`config.mk`:
```
export PLATFORM = sky130hd
export DESIGN_NAME = controller_rx_array
export DESIGN_NICKNAME = d
export VERILOG_FILES = /design/src/rtl/controller_rx_array.sv
export SDC_FILE = /design/constraint.sdc
export NUM_CORES = 1
export LEC_CHECK = 0
export ABC_AREA = 0
export BUFFER_PORTS_ARGS = -buffer_cell sky130_fd_sc_hd__buf_2
export CORE_ASPECT_RATIO = 1.1
export CORE_MARGIN = 2
export CORE_UTILIZATION = 37
export DETAILED_ROUTE_END_ITERATION = 8
export MAX_ROUTING_LAYER = met4
export PLACE_DENSITY_LB_ADDON = 0.15
export SETUP_SLACK_MARGIN = 0.05
export SYNTH_ARGS = -nofsm -noshare
export SYNTH_HDL_FRONTEND = slang
export SYNTH_HIERARCHICAL = 1
export SYNTH_SLANG_ARGS = --single-unit
```
`constraint.sdc`:
```
create_clock -name clk_in -period 2.1 [get_ports clk_in]
set_clock_uncertainty 0.1 [all_clocks]
set_input_delay 0.315 -clock clk_in [delete_from_list [all_inputs] [get_ports clk_in]]
set_output_delay 0.315 -clock clk_in [all_outputs]
set_load 0.005 [all_outputs]
```
`src/rtl/controller_rx_array.sv`:
```
// Multi-channel serial game-controller receiver: per-channel synchronised
// shift-in of button frames, live state plus sticky newly-pressed bits.
module controller_rx_lane #(
  parameter int FRAME_BITS      = 8,
  parameter int SYNC_STAGES     = 2,
  parameter int IDLE_CYCLES     = 1000,
  parameter int ACTIVE_LOW_BTNS = 1
) (
  input  logic                  clk_in,
  input  logic                  rst_in,
  input  logic                  det_en,
  input  logic                  data_raw,
  input  logic                  clk_raw,
  input  logic                  clr,
  output logic [FRAME_BITS-1:0] state,
  output logic                  valid,
  output logic                  frame_err,
  output logic [FRAME_BITS-1:0] sticky
);
  localparam int CW = $clog2(FRAME_BITS);
  localparam int IW = $clog2(IDLE_CYCLES + 1);

  logic [SYNC_STAGES-1:0] data_sync, clk_sync;
  logic                   clk_prev, done;
  logic [FRAME_BITS-1:0]  sreg;
  logic [CW-1:0]          bit_cnt;
  logic [IW-1:0]          idle_cnt;
  logic                   rise, bit_in, last_bit, timeout;

  always_comb begin
    rise     = det_en & clk_sync[SYNC_STAGES-1] & ~clk_prev;
    bit_in   = data_sync[SYNC_STAGES-1] ^ (ACTIVE_LOW_BTNS != 0);
    last_bit = (bit_cnt == CW'(FRAME_BITS - 1));
    timeout  = !rise && (idle_cnt == IW'(IDLE_CYCLES)) && (bit_cnt != '0);
  end

  always_ff @(posedge clk_in) begin
    if (!rst_in) begin
      data_sync <= '0;
      clk_sync  <= '0;
      clk_prev  <= 1'b0;
      done      <= 1'b0;
      sreg      <= '0;
      bit_cnt   <= '0;
      idle_cnt  <= '0;
      state     <= '0;
      valid     <= 1'b0;
      frame_err <= 1'b0;
      sticky    <= '0;
    end else begin
      data_sync <= {data_sync[SYNC_STAGES-2:0], data_raw};
      clk_sync  <= {clk_sync[SYNC_STAGES-2:0], clk_raw};
      // prev tracks the synced clock even while detection is masked
      clk_prev  <= clk_sync[SYNC_STAGES-1];
      done      <= rise & last_bit;
      valid     <= done;
      frame_err <= timeout;
      if (rise) begin
        sreg     <= {sreg[FRAME_BITS-2:0], bit_in};
        idle_cnt <= '0;
        bit_cnt  <= last_bit ? '0 : bit_cnt + 1'b1;
      end else begin
        if (idle_cnt != IW'(IDLE_CYCLES)) idle_cnt <= idle_cnt + 1'b1;
        if (timeout) begin
          bit_cnt <= '0;
          sreg    <= '0;
        end
      end
      if (done) state <= sreg;
      // a completing frame's new presses survive a same-cycle clear
      sticky <= (clr ? '0 : sticky) | (done ? (sreg & ~state) : '0);
    end
  end
endmodule

module controller_rx_array #(
  parameter int NUM_CH          = 2,
  parameter int FRAME_BITS      = 8,
  parameter int SYNC_STAGES     = 2,
  parameter int IDLE_CYCLES     = 1000,
  parameter int ACTIVE_LOW_BTNS = 1,
  localparam int CHW            = (NUM_CH > 1) ? $clog2(NUM_CH) : 1
) (
  input  logic                         clk_in,
  input  logic                         rst_in,
  input  logic [NUM_CH-1:0]            chip_data_raw,
  input  logic [NUM_CH-1:0]            chip_clk_raw,
  output logic [NUM_CH*FRAME_BITS-1:0] state_out,
  output logic [NUM_CH-1:0]            valid_out,
  output logic [NUM_CH-1:0]            frame_err_out,
  input  logic                         rd_en_in,
  input  logic [CHW-1:0]               rd_ch_in,
  output logic [FRAME_BITS-1:0]        rd_data_out,
  output logic                         rd_valid_out
);
  typedef struct packed {
    logic           en;
    logic [CHW-1:0] ch;
  } rd_req_t;

  rd_req_t                               rd_req;
  logic [SYNC_STAGES:0]                  vld_pipe;
  logic [NUM_CH-1:0][FRAME_BITS-1:0]     state_arr, sticky_arr;
  logic [NUM_CH-1:0]                     clr;
  logic [FRAME_BITS-1:0]                 rd_sel;

  assign rd_req    = '{en: rd_en_in, ch: rd_ch_in};
  assign state_out = state_arr;

  // edge detection opens SYNC_STAGES+1 cycles after reset release
  always_ff @(posedge clk_in) begin
    if (!rst_in) vld_pipe <= '0;
    else         vld_pipe <= {vld_pipe[SYNC_STAGES-1:0], 1'b1};
  end

  for (genvar c = 0; c < NUM_CH; c++) begin : g_lane
    assign clr[c] = rd_req.en && (rd_req.ch == CHW'(c));
    controller_rx_lane #(
      .FRAME_BITS(FRAME_BITS), .SYNC_STAGES(SYNC_STAGES),
      .IDLE_CYCLES(IDLE_CYCLES), .ACTIVE_LOW_BTNS(ACTIVE_LOW_BTNS)
    ) u_lane (
      .clk_in(clk_in), .rst_in(rst_in), .det_en(vld_pipe[SYNC_STAGES]),
      .data_raw(chip_data_raw[c]), .clk_raw(chip_clk_raw[c]), .clr(clr[c]),
      .state(state_arr[c]), .valid(valid_out[c]),
      .frame_err(frame_err_out[c]), .sticky(sticky_arr[c])
    );
  end

  // out-of-range channels match no lane and read as zero
  always_comb begin
    rd_sel = '0;
    for (int c = 0; c < NUM_CH; c++)
      if (rd_req.ch == CHW'(c)) rd_sel = sticky_arr[c];
  end

  always_ff @(posedge clk_in) begin
    if (!rst_in) begin
      rd_data_out  <= '0;
      rd_valid_out <= 1'b0;
    end else begin
      rd_valid_out <= rd_req.en;
      if (rd_req.en) rd_data_out <= rd_sel;
    end
  end
endmodule

```
## Word-level counts from Yosys, hierarchy flattened

Cells that the tools add are included.

| word-level totals | value |
|---|---|
| memories | 0 |
| flip-flop bits (word level) | 102 |
| RAM bits | 0 |
| memory bits (read-only) | 0 |
| latch bits | 0 |

| operators by class | value |
|---|---|
| divide/modulo/power cells | 0 |
| shift operators | 0 |
| order comparisons | 0 |
| $add $sub $neg | 4 |
| reduce and logical (&&, ||, !) cells | 14 |
| bitwise gates (word level) | 18 |
| eq/ne operators | 6 |
| multipliers | 0 |
| muxes and demuxes | 16 |

Operator list:

| operator | count |
|---|---|
| $mux 8 | 9 |
| $add 10x1->10 const B | 2 |
| $eq 10x10->1 const B | 2 |
| $ne 10x10->1 const B | 2 |
| $mux 3 | 6 |
| $and 8x8->8 | 2 |
| $not 8->8 | 2 |
| $or 8x8->8 | 2 |
| $add 3x1->3 const B | 2 |
| $and 1x1->1 | 6 |
| $eq 3x3->1 const B | 2 |
| $logic_and 1x1->1 | 6 |
| $not 1->1 | 6 |
| $reduce_bool 3->1 | 2 |
| $reduce_bool 2->1 | 2 |
| $reduce_or 2->1 | 2 |
| $logic_not 1->1 | 2 |
| $mux 1 | 1 |

## Longest topological paths before layout

Gate-level depths: netlist of run 1.

| logic depth | value |
|---|---|
| depth in word-level cells | 7 |
| depth in mapped cells | 5 |

## Modules after synthesis

The synthesis of run 1 kept the hierarchy.

By module, submodules not included:

| module | area each (µm²) | cells each | sequential area each (µm²) | instances |
|---|---|---|---|---|
| controller_rx_lane | 1888.1 | 186 | 900.9 | 2 |
| controller_rx_array | 467.9 | 45 | 240.2 | 1 |

## Worst setup path after synthesis of run 1

OpenSTA, ideal clock, no wires.

| timing | value |
|---|---|
| path type | register to register |
| start | register g_lane[0].u_lane.idle_cnt[0] |
| end | register g_lane[0].u_lane.bit_cnt[1] |
| period minus slack after synthesis | 1.538 ns |
| arrival | 1.300 ns |
| stages on the path, launching flop included | 6 |
| path buffers | 0 |
| slack | 0.562 ns |
| required time | 1.861 ns |
| cells stage by stage | dfxtp_1 -> inv_1 -> ha_1 -> nand4_1 -> nor3_4 -> a211oi_1 |

| on the way | value |
|---|---|
| word-level cells in the longest chain between the ends | 4 |

RTL lines:

| what | RTL line | text |
|---|---|---|
| start: declaration | 27 | `logic [IW-1:0] idle_cnt;` |
| start signal: assignment | 63 | `if (idle_cnt != IW'(IDLE_CYCLES)) idle_cnt <= idle_cnt + 1'b1;` |
| $eq 10x10->1 | 34 | `timeout = !rise && (idle_cnt == IW'(IDLE_CYCLES)) && (bit_cnt != '0);` |
| $logic_and 1x1->1 (2 in a row) | 34 |  |
| $reduce_bool 2->1 (no line) | n/a |  |
| end signal: assignment | 61 | `bit_cnt <= last_bit ? '0 : bit_cnt + 1'b1;` |
| end: declaration | 26 | `logic [CW-1:0] bit_cnt;` |

No other way between the ends.
A chain may end at the register's enable or synchronous reset.

## Final worst setup path of run 1

Ends and elaborated chain as after synthesis.

==> impl_metrics.json, run 1 <==
{
  "finalMaxSlewViolations": 0,
  "cpPeakStageDelay_ns": 0.49,
  "cts_buffer_depth": 2,
  "syn_area_per_cell_um2": 10.2,
  "synth_flop_cell": "dfxtp_1",
  "synth_seq_cells": 102,
  "clock.fmax_mhz": 553,
  "syn_area_mm2": 0.00424,
  "synth_top_family_by_area": "simple AND/OR/NAND/NOR gates",
  "synth-simple-area-share": 0.190,
  "dp_hpwl_um": 5560,
  "crit_arrival_ns": 1.90,
  "antenna_found_initial": 0,
  "htree_levels": 3,
  "muxShareOfSynthArea": 0.108,
  "ctsResizeCount": 0,
  "postSynthNetCount": 435,
  "gp_congestion": 0.862,
  "cts_sinks": 102,
  "grt_overflow": 0,
  "drc": 0,
  "netlist_instances": 417,
  "drt_pass1_iterations": 6,
  "status": "finished, final reports clean",
  "critPathLaunchType": "flop",
  "vias_per_cell": 5.01,
  "postCtsSetupBuffers": 0,
  "synth_area_leader_cell": "dfxtp_1",
  "synth_area_leaders": "dfxtp_1, mux2i_1, a21oi_1, a211oi_1, nand3b_1",
  "peakVddDrop_mv": 0.337,
  "synth-compound-area-share": 0.134,
  "cts_buffers": 9,
  "ctsHoldBuffers": 0,
  "finalSetupViolations": 0,
  "route.vias.total": 3047,
  "fin_cells": 608,
  "layout.nets": 471,
  "grt_setup_unrepaired": "false",
  "clkLatencyLatePin_ns": 0.34,
  "grt_max_degree": 27,
  "async_flop_share": 0,
  "finalCritPeriodShare": 0.861,
  "drive_above_1_share": 0.151,
  "cp_slowest_cell": "nor3_4",
  "io_pins": 37,
  "synth_edf_count": 0,
  "synth_cell_types": 38,
  "setup_tns_ns": 0,
  "rows": 41,
  "synth_top_area_share": 0.481,
  "cts_root_buffer": "clkbuf_16",
  "dpl.cell_count": 592,
  "port_buffers": 36,
  "layout_common_cells": "dfxtp_1, mux2i_1, a21oi_1, buf_2",
  "die_x_um": 106,
  "layout_commonest_cell": "dfxtp_1",
  "relSlewSlack": 0.686,
  "seq_area_frac_synth": 0.481,
  "routedWlPerCell_um": 13.2,
  "die_h_um": 116,
  "max-cap-violations": 0,
  "synth_adder_area_share": 0.0295,
  "crit_chain": "inv_1 > ha_1 > nand4_1 > nor3_4 > a211oi_1",
  "drt-initial-drc-count": 78,
  "leakagePower_nw": 1.91,
  "hold_class": "in -> reg",
  "critical_path_class": "reg -> reg",
  "cts.reportedPaths.clkPinSlew_ns": 0.07,
  "drtAntennaViolNets": 0,
  "core_mm2": 0.0113,
  "final_util": 0.429,
  "start_util": 0.374,
  "grt_pass1_vias": 2748,
  "end_kind": "flop",
  "tightestPinTransition_ns": 0.469,
  "cts_tree": "done",
  "period_minus_slack_ns": 1.81,
  "path_delay_family": "simple AND/OR/NAND/NOR gates",
  "routed_wl_um": 8050,
  "crit_fanout": 10,
  "hold_viol_final": 0,
  "syn_to_final_growth_pct": 14.5,
  "diodes": 0,
  "crit_required_ns": 2.20,
  "cellPowerDensity_mw_per_mm2": 808,
  "synth_warnings": 6,
  "yosys.area_share.xor_xnor": 0.00825,
  "die_area_mm2": 0.0123,
  "cp_num_buf_inv": 1,
  "grt_pass1_wl_um": 13200,
  "grt_usage": 0.138
}
==> worst register-to-register path, cell delays in order, from the launching register on <==
cell and delay, ns:
dfxtp_1 0.36, inv_1 0.09, ha_1 0.16, nand4_1 0.32, nor3_4 0.49, a211oi_1 0.14
==> through the flow <==
step	setup slack, ns	area, um2	total power [W]	hold slack (ns)
after floorplan	0.562	4240	0.00212	0.243
after global placement	0.413	4530	0.00216	0.317
after detailed placement	0.323	4530	0.00216	0.317
after CTS	0.294	4860	0.00400	0.0624
after global routing	0.193	4860	0.00410	0.0735
final	0.293	4860	0.00393	0.0747
==> kinds of logic (layout without fill, tap and decap cells) <==
| family | Yosys count | after routing |
|---|---|---|
| buffers and inverters | 36 | 77 |
| AOI/OAI and AO/OA | 86 | 86 |
| adders and majority gates | 10 | 10 |
| muxes | 46 | 46 |
| and+or+nand+nor | 133 | 133 |
| xor gates and xnor gates | 4 | 4 |
| DFF | 102 | 102 |
==> Yosys cell counts (6+ instances only) <==
master    instances
dfxtp_1         102
mux2i_1          46
a21oi_1          38
a211oi_1         22
nor2_1           22
and2_1           19
nand3b_1         18
inv_1            16
nand2b_1         16
nand2_1          14
o21ai_0          12
ha_1             10
nand3_1          10
buf_6             6
nand4_1           6
o31ai_1           6
==> per-layer routing <==
metal,up-vias,part of all wire,global-route usage
met5,-,0,-
met4,0,0.020,0.0737
met3,13,0.028,0.0229
met2,46,0.46,0.220
met1,1432,0.49,0.169
li1,1556,-,-
==> sequential cells by signal, summed over array words and instances (netlist names), 3 cells and up <==
name	cells
g_lane.u_lane/sticky	16
g_lane.u_lane/state	16
g_lane.u_lane/clk_sync	4
vld_pipe	3
g_lane.u_lane/bit_cnt	6
g_lane.u_lane/idle_cnt	20
g_lane.u_lane/sreg	16
g_lane.u_lane/data_sync	4
rd_data_out	8
==> path summary, 6_finish.rpt <==
check	start	to	slack [ns]	cells after the start
setup / recovery	g_lane[0].u_lane/idle_cnt[0]$_SDFFE_PP0P_	g_lane[0].u_lane/bit_cnt[1]$_SDFFE_PN0P_	0.29	5
hold / removal	chip_clk_raw[0]	g_lane[0].u_lane/clk_sync[0]$_SDFF_PN0_	0.07	2
setup reg to reg	g_lane[0].u_lane/idle_cnt[0]$_SDFFE_PP0P_	g_lane[0].u_lane/bit_cnt[1]$_SDFFE_PN0P_	0.29	5
hold reg to reg	g_lane[0].u_lane/clk_sync[0]$_SDFF_PN0_	g_lane[0].u_lane/clk_sync[1]$_SDFF_PN0_	0.33	1
==> layout make-up <==
type	instances	area (um2)
clock buffer	11	253
inverter	18	67.6
tap	150	188
fill	1113	6480
sequential	102	2040
clock inverter	5	81.3
timing repair buffer	43	233
multi-input combinational	279	2000
==> report_power, final <==
| group | total [W] | switching, W | internal (W) |
|---|---|---|---|
| Clock | 0.00181 | 0.000704 | 0.00111 |
| Sequential | 0.00199 | 0.0000229 | 0.00196 |
| Combinational | 0.000129 | 0.0000764 | 0.0000530 |
(Power assumes the default switching activity.)
==> run 2: changes to the inputs <==
ABC_AREA = 1   (was 0)
PLACE_DENSITY = 0.51   (was not set)
PLACE_DENSITY_LB_ADDON = not set   (was 0.15)
==> impl_metrics.json, run 2 <==
{
  "largest_register": "g_lane.u_lane/idle_cnt",
  "grt_pass1_wl_um": 14000,
  "syn_area_mm2": 0.00410,
  "layout_commonest_cell": "nand2_1",
  "die_h_um": 114,
  "cp_slowest_cell": "dfxtp_1",
  "grt_setup_unrepaired": "false",
  "io_pins": 37,
  "postCtsSetupBuffers": 0,
  "crit_fanout": 11,
  "finalSetupViolations": 0,
  "end_kind": "flop",
  "route.vias.total": 3293,
  "vias_per_cell": 4.73,
  "synth_warnings": 6,
  "layout.nets": 562,
  "core_mm2": 0.0109,
  "status": "finished, final reports clean",
  "cts_sinks": 102,
  "routedWlPerCell_um": 12.3,
  "cts_root_buffer": "clkbuf_16",
  "synth_edf_count": 0,
  "leakagePower_nw": 2.08,
  "finalCritPeriodShare": 0.733,
  "syn_to_final_growth_pct": 13.9,
  "layout_common_cells": "nand2_1, dfxtp_1, inv_1, nand3_1, a21oi_1",
  "ctsResizeCount": 0,
  "synth_common_cells": "nand2_1, dfxtp_1, a21oi_1, inv_1, nand3_1",
  "path_delay_family": "simple AND/OR/NAND/NOR gates",
  "cellPowerDensity_mw_per_mm2": 801,
  "relSlewSlack": 0.722,
  "peakVddDrop_mv": 0.417,
  "dp_hpwl_um": 6020,
  "grt_overflow": 0,
  "cp_num_buf_inv": 2,
  "crit_chain": "inv_1 > ha_1 > inv_1 > nor2_1 > nor2_1 > nand3_2 > nand3_1 > a21oi_1",
  "crit_required_ns": 2.22,
  "drtAntennaViolNets": 0,
  "drt_pass1_iterations": 5,
  "tightestPinTransition_ns": 0.416,
  "post-place-ws_ns": 0.566,
  "synth.most_common_cell": "nand2_1",
  "drive_above_1_share": 0.148,
  "start_util": 0.378,
  "rows": 40,
  "drc": 0,
  "total_power_w": 0.00374,
  "synth_cell_types": 27,
  "crit_arrival_ns": 1.66,
  "cts_tree": "done",
  "htree_levels": 3,
  "synth_area_leaders": "dfxtp_1, nand2_1, a21oi_1, nand3_1, inv_1",
  "syn_area_per_cell_um2": 8.06,
  "critical_path_class": "reg -> reg",
  "setup_ws_ns": 0.560,
  "grt_pass1_vias": 3043,
  "die_area_mm2": 0.0119,
  "drt-initial-drc-count": 177,
  "cts_buffers": 9,
  "setup_tns_ns": 0,
  "ctsHoldBuffers": 0,
  "grt_usage": 0.152,
  "final_util": 0.430,
  "cpPeakStageDelay_ns": 0.35,
  "critPathLaunchType": "flop",
  "period_minus_slack_ns": 1.54,
  "die_x_um": 104,
  "place_area_mm2": 0.00438,
  "largest_reg_flops": 20,
  "hold_class": "in -> reg",
  "finalMaxSlewViolations": 0,
  "diodes": 0,
  "async_flop_share": 0,
  "hold_viol_final": 0,
  "clkLatencyLatePin_ns": 0.35,
  "synth_top_area_share": 0.498,
  "seq_area_frac_synth": 0.498,
  "port_buffers": 36,
  "synth_seq_cells": 102,
  "synth_flop_cell": "dfxtp_1",
  "gp_congestion": 0.821,
  "clock.fmax_mhz": 649,
  "synth_area_leader_cell": "dfxtp_1",
  "cts_buffer_depth": 2,
  "antenna_found_initial": 0,
  "fillers": 1114,
  "netlist_instances": 509,
  "postSynthNetCount": 527,
  "max-cap-violations": 0,
  "final_design_area_no_fill_mm2": 0.00467,
  "routed_wl_um": 8530,
  "grt_max_degree": 30,
  "cts.reportedPaths.clkPinSlew_ns": 0.06
}
run 2: cell count changes in the layout (fill, tap and decap cells not counted), moves of 19 or more:
cell and delta:
nand3_1 +48, a21oi_1 +20, mux2i_1 -46, and2_1 -19, inv_1 +42, nand2_1 +102
a211oi_1 -22
run 2: area by class of cell:
class	instances	area, um2	area share
multi-input combinational	325	1680	0.359
clock inverter	4	55.1	0.0118
tap	147	184	0.0393
inverter	64	254	0.0543
sequential	102	2040	0.437
timing repair buffer	42	225	0.0482
clock buffer	12	236	0.0506
run 2: metrics by stage:
| stage | hold slack, ns | cells |
|---|---|---|
| final | 0.0484 | 696 |
| after global routing | 0.0722 | 696 |
| after CTS | 0.0340 | 696 |
| after detailed placement | 0.296 | 680 |
| after global placement | 0.297 | 680 |
| after floorplan | 0.243 | 509 |
run 2: cells by family after synthesis:
group / after synthesis / synth area share
buffers and inverters: 82 / 0.0933
AND/OR/NAND/NOR: 231 / 0.260
flip-flops: 102 / 0.498
AO/OA/AOI/OAI: 84 / 0.118
adder cells (fa/ha/maj): 10 / 0.0305
run 2: routing by layer:
layer	share of wire	wire (um)	global-route usage
met5	0	0	-
met1	0.50	4240	0.188
met2	0.45	3860	0.241
met4	0.018	155	0.0703
met3	0.032	269	0.0279
run 2: worst reg2reg max path: stages (launching register included):
cell	delay (ns)
dfxtp_1	0.35
inv_1	0.07
ha_1	0.19
inv_1	0.05
nor2_1	0.03
nor2_1	0.16
nand3_2	0.25
nand3_1	0.15
a21oi_1	0.07
run 2: path summary, 6_finish.rpt:
check | from | end | slack (ns) | cells after the start
max | g_lane[1].u_lane/bit_cnt[0]$_SDFFE_PN0P_ | g_lane[1].u_lane/bit_cnt[2]$_SDFFE_PN0P_ | 0.56 | 8
min | chip_clk_raw[1] | g_lane[1].u_lane/clk_sync[0]$_SDFF_PN0_ | 0.05 | 3
max reg2reg | g_lane[1].u_lane/bit_cnt[0]$_SDFFE_PN0P_ | g_lane[1].u_lane/bit_cnt[2]$_SDFFE_PN0P_ | 0.56 | 8
min reg2reg | vld_pipe[0]$_DFF_P_ | vld_pipe[1]$_SDFF_PN0_ | 0.31 | 2
run 2: power breakdown:
group	switching (W)	total (W)	internal, W	leakage, nW
Combinational	0.0000826	0.000122	0.0000394	1.12
Clock	0.000720	0.00165	0.000932	0.137
Sequential	0.0000148	0.00197	0.00196	0.826
Total	0.000817	0.00374	0.00293	2.08
==> run 3: changes to the inputs <==
PLACE_DENSITY = 0.53   (was 0.51)
clock period = 1.3 ns   (was 2.1 ns; I/O delays follow)
==> impl_metrics.json, run 3 (synthesis results as in run 2) <==
{
  "start_util": 0.378,
  "relSlewSlack": 0.752,
  "status": "complete, but fails checks",
  "crit_chain": "inv_2 > ha_4 > nand3_4 > nor2_4 > nand3_4 > buf_6 > nand3_4 > a21oi_2",
  "grt_max_degree": 30,
  "crit_required_ns": 1.42,
  "largest_reg_flops": 20,
  "drtAntennaViolNets": 0,
  "path_delay_family": "simple AND/OR/NAND/NOR gates",
  "fillers": 1041,
  "grt_pass1_vias": 3361,
  "end_kind": "flop",
  "multiInputGateArea_mm2": 0.00219,
  "critPathLaunchType": "flop",
  "place_area_mm2": 0.00481,
  "setup_ws_ns": -0.0638,
  "hold_viol_final": 0,
  "gp_congestion": 0.811,
  "htree_levels": 3,
  "die_h_um": 114,
  "layout_common_cells": "nand2_1, dfxtp_1, inv_1, buf_4, buf_2",
  "crit_fanout": 5,
  "die_x_um": 104,
  "cts.reportedPaths.clkPinSlew_ns": 0.07,
  "finalSetupViolations": 26,
  "final_design_area_no_fill_mm2": 0.00570,
  "finalCritPeriodShare": 1.05,
  "layout_commonest_cell": "nand2_1",
  "die_area_mm2": 0.0119,
  "cp_common_cell": "nand3_4",
  "syn_to_final_growth_pct": 39.0,
  "drt_pass1_iterations": 4,
  "drt-initial-drc-count": 94,
  "hold_class": "in -> reg",
  "grt_usage": 0.166,
  "antenna_found_initial": 0,
  "final_util": 0.525,
  "layout.nets": 616,
  "clock.fmax_mhz": 733,
  "grt_setup_unrepaired": "true",
  "fin_cells": 749,
  "cts_buffer_depth": 2,
  "io_pins": 37,
  "grt_pass1_wl_um": 15500,
  "routed_wl_um": 9560,
  "cts_root_buffer": "clkbuf_16",
  "clkLatencyLatePin_ns": 0.34,
  "drive_above_1_share": 0.405,
  "max-cap-violations": 0,
  "dp_hpwl_um": 6290,
  "setup_tns_ns": -1.04,
  "cts_buffers": 9,
  "diodes": 0,
  "post-place-ws_ns": -0.0665,
  "vias_per_cell": 4.74,
  "core_mm2": 0.0109,
  "tightestPinTransition_ns": 0.372,
  "violations": "negative setup slack",
  "finalMaxSlewViolations": 0,
  "cp_num_buf_inv": 2,
  "rows": 40,
  "period_minus_slack_ns": 1.36,
  "dpl.cell_count": 718,
  "largest_register": "g_lane.u_lane/idle_cnt",
  "crit_arrival_ns": 1.49,
  "routedWlPerCell_um": 12.8,
  "drc": 0,
  "grt_overflow": 0,
  "cpPeakStageDelay_ns": 0.33,
  "seq_area_mm2": 0.00206,
  "port_buffers": 36,
  "critical_path_class": "reg -> reg",
  "leakagePower_nw": 2.49,
  "cts_tree": "done",
  "cp_slowest_cell": "dfxtp_2",
  "route.vias.total": 3550,
  "peakVddDrop_mv": 0.574,
  "cellPowerDensity_mw_per_mm2": 1080,
  "cts_sinks": 102
}
run 3: power breakdown:
part           total, W  internal, W  switching (W)
Clock           0.00255      0.00132        0.00123
Sequential      0.00318      0.00316      0.0000198
Combinational  0.000398     0.000178       0.000220
Total           0.00614      0.00466        0.00147
run 3: repair_timing:
item	4_1_cts	5_1_grt
endpoints found under the hold margin	4	0
setup buffers	9	6
hold buffers	4	0
resized for setup	48	78
pin swaps	23	28
setup endpoints to repair	34	52
run 3: worst reg2reg max path, delay by kind of cell (launching register included):
kind                       cells  cell delay (ns)
and+or+nand+nor                4             0.38
DFF                            1             0.33
buffers and inverters          2             0.22
adders and majority gates      1             0.15
AOI/OAI and AO/OA              1             0.05
run 3: metrics by stage:
stage               hold slack (ns)  power, W
floorplan                     0.123   0.00341
global placement              0.277   0.00350
detailed placement            0.283   0.00351
CTS                          0.0235   0.00614
global route                 0.0519   0.00639
finish                       0.0330   0.00614
run 3: final cells by class:
| cell class | count | area share |
|---|---|---|
| Clock inverter | 6 | 0.00943 |
| Clock buffer | 9 | 0.0395 |
| Timing Repair Buffer | 96 | 0.128 |
| Tap cell | 147 | 0.0322 |
| Inverter | 64 | 0.0450 |
| Sequential cell | 102 | 0.362 |
| Multi-Input combinational cell | 325 | 0.384 |
run 3: worst paths after layout:
check | from | depth (start not counted) | slack, ns | to
max | g_lane[1].u_lane/idle_cnt[0]$_SDFFE_PP0P_ | 8 | -0.06 | g_lane[1].u_lane/sreg[3]$_SDFFE_PN0P_
min | rst_in | 3 | 0.03 | g_lane[1].u_lane/data_sync[1]$_SDFF_PN0_
max reg2reg | g_lane[1].u_lane/idle_cnt[0]$_SDFFE_PP0P_ | 8 | -0.06 | g_lane[1].u_lane/sreg[3]$_SDFFE_PN0P_
min reg2reg | g_lane[0].u_lane/clk_sync[0]$_SDFF_PN0_ | 2 | 0.31 | g_lane[0].u_lane/clk_sync[1]$_SDFF_PN0_
run 3: per-layer routing:
| layer | global-route usage | vias to the layer above | share of wire |
|---|---|---|---|
| li1 | - | 1825 | - |
| met1 | 0.199 | 1666 | 0.45 |
| met2 | 0.275 | 46 | 0.50 |
| met3 | 0.0347 | 13 | 0.031 |
| met4 | 0.0622 | 0 | 0.017 |
| met5 | - | - | 0 |
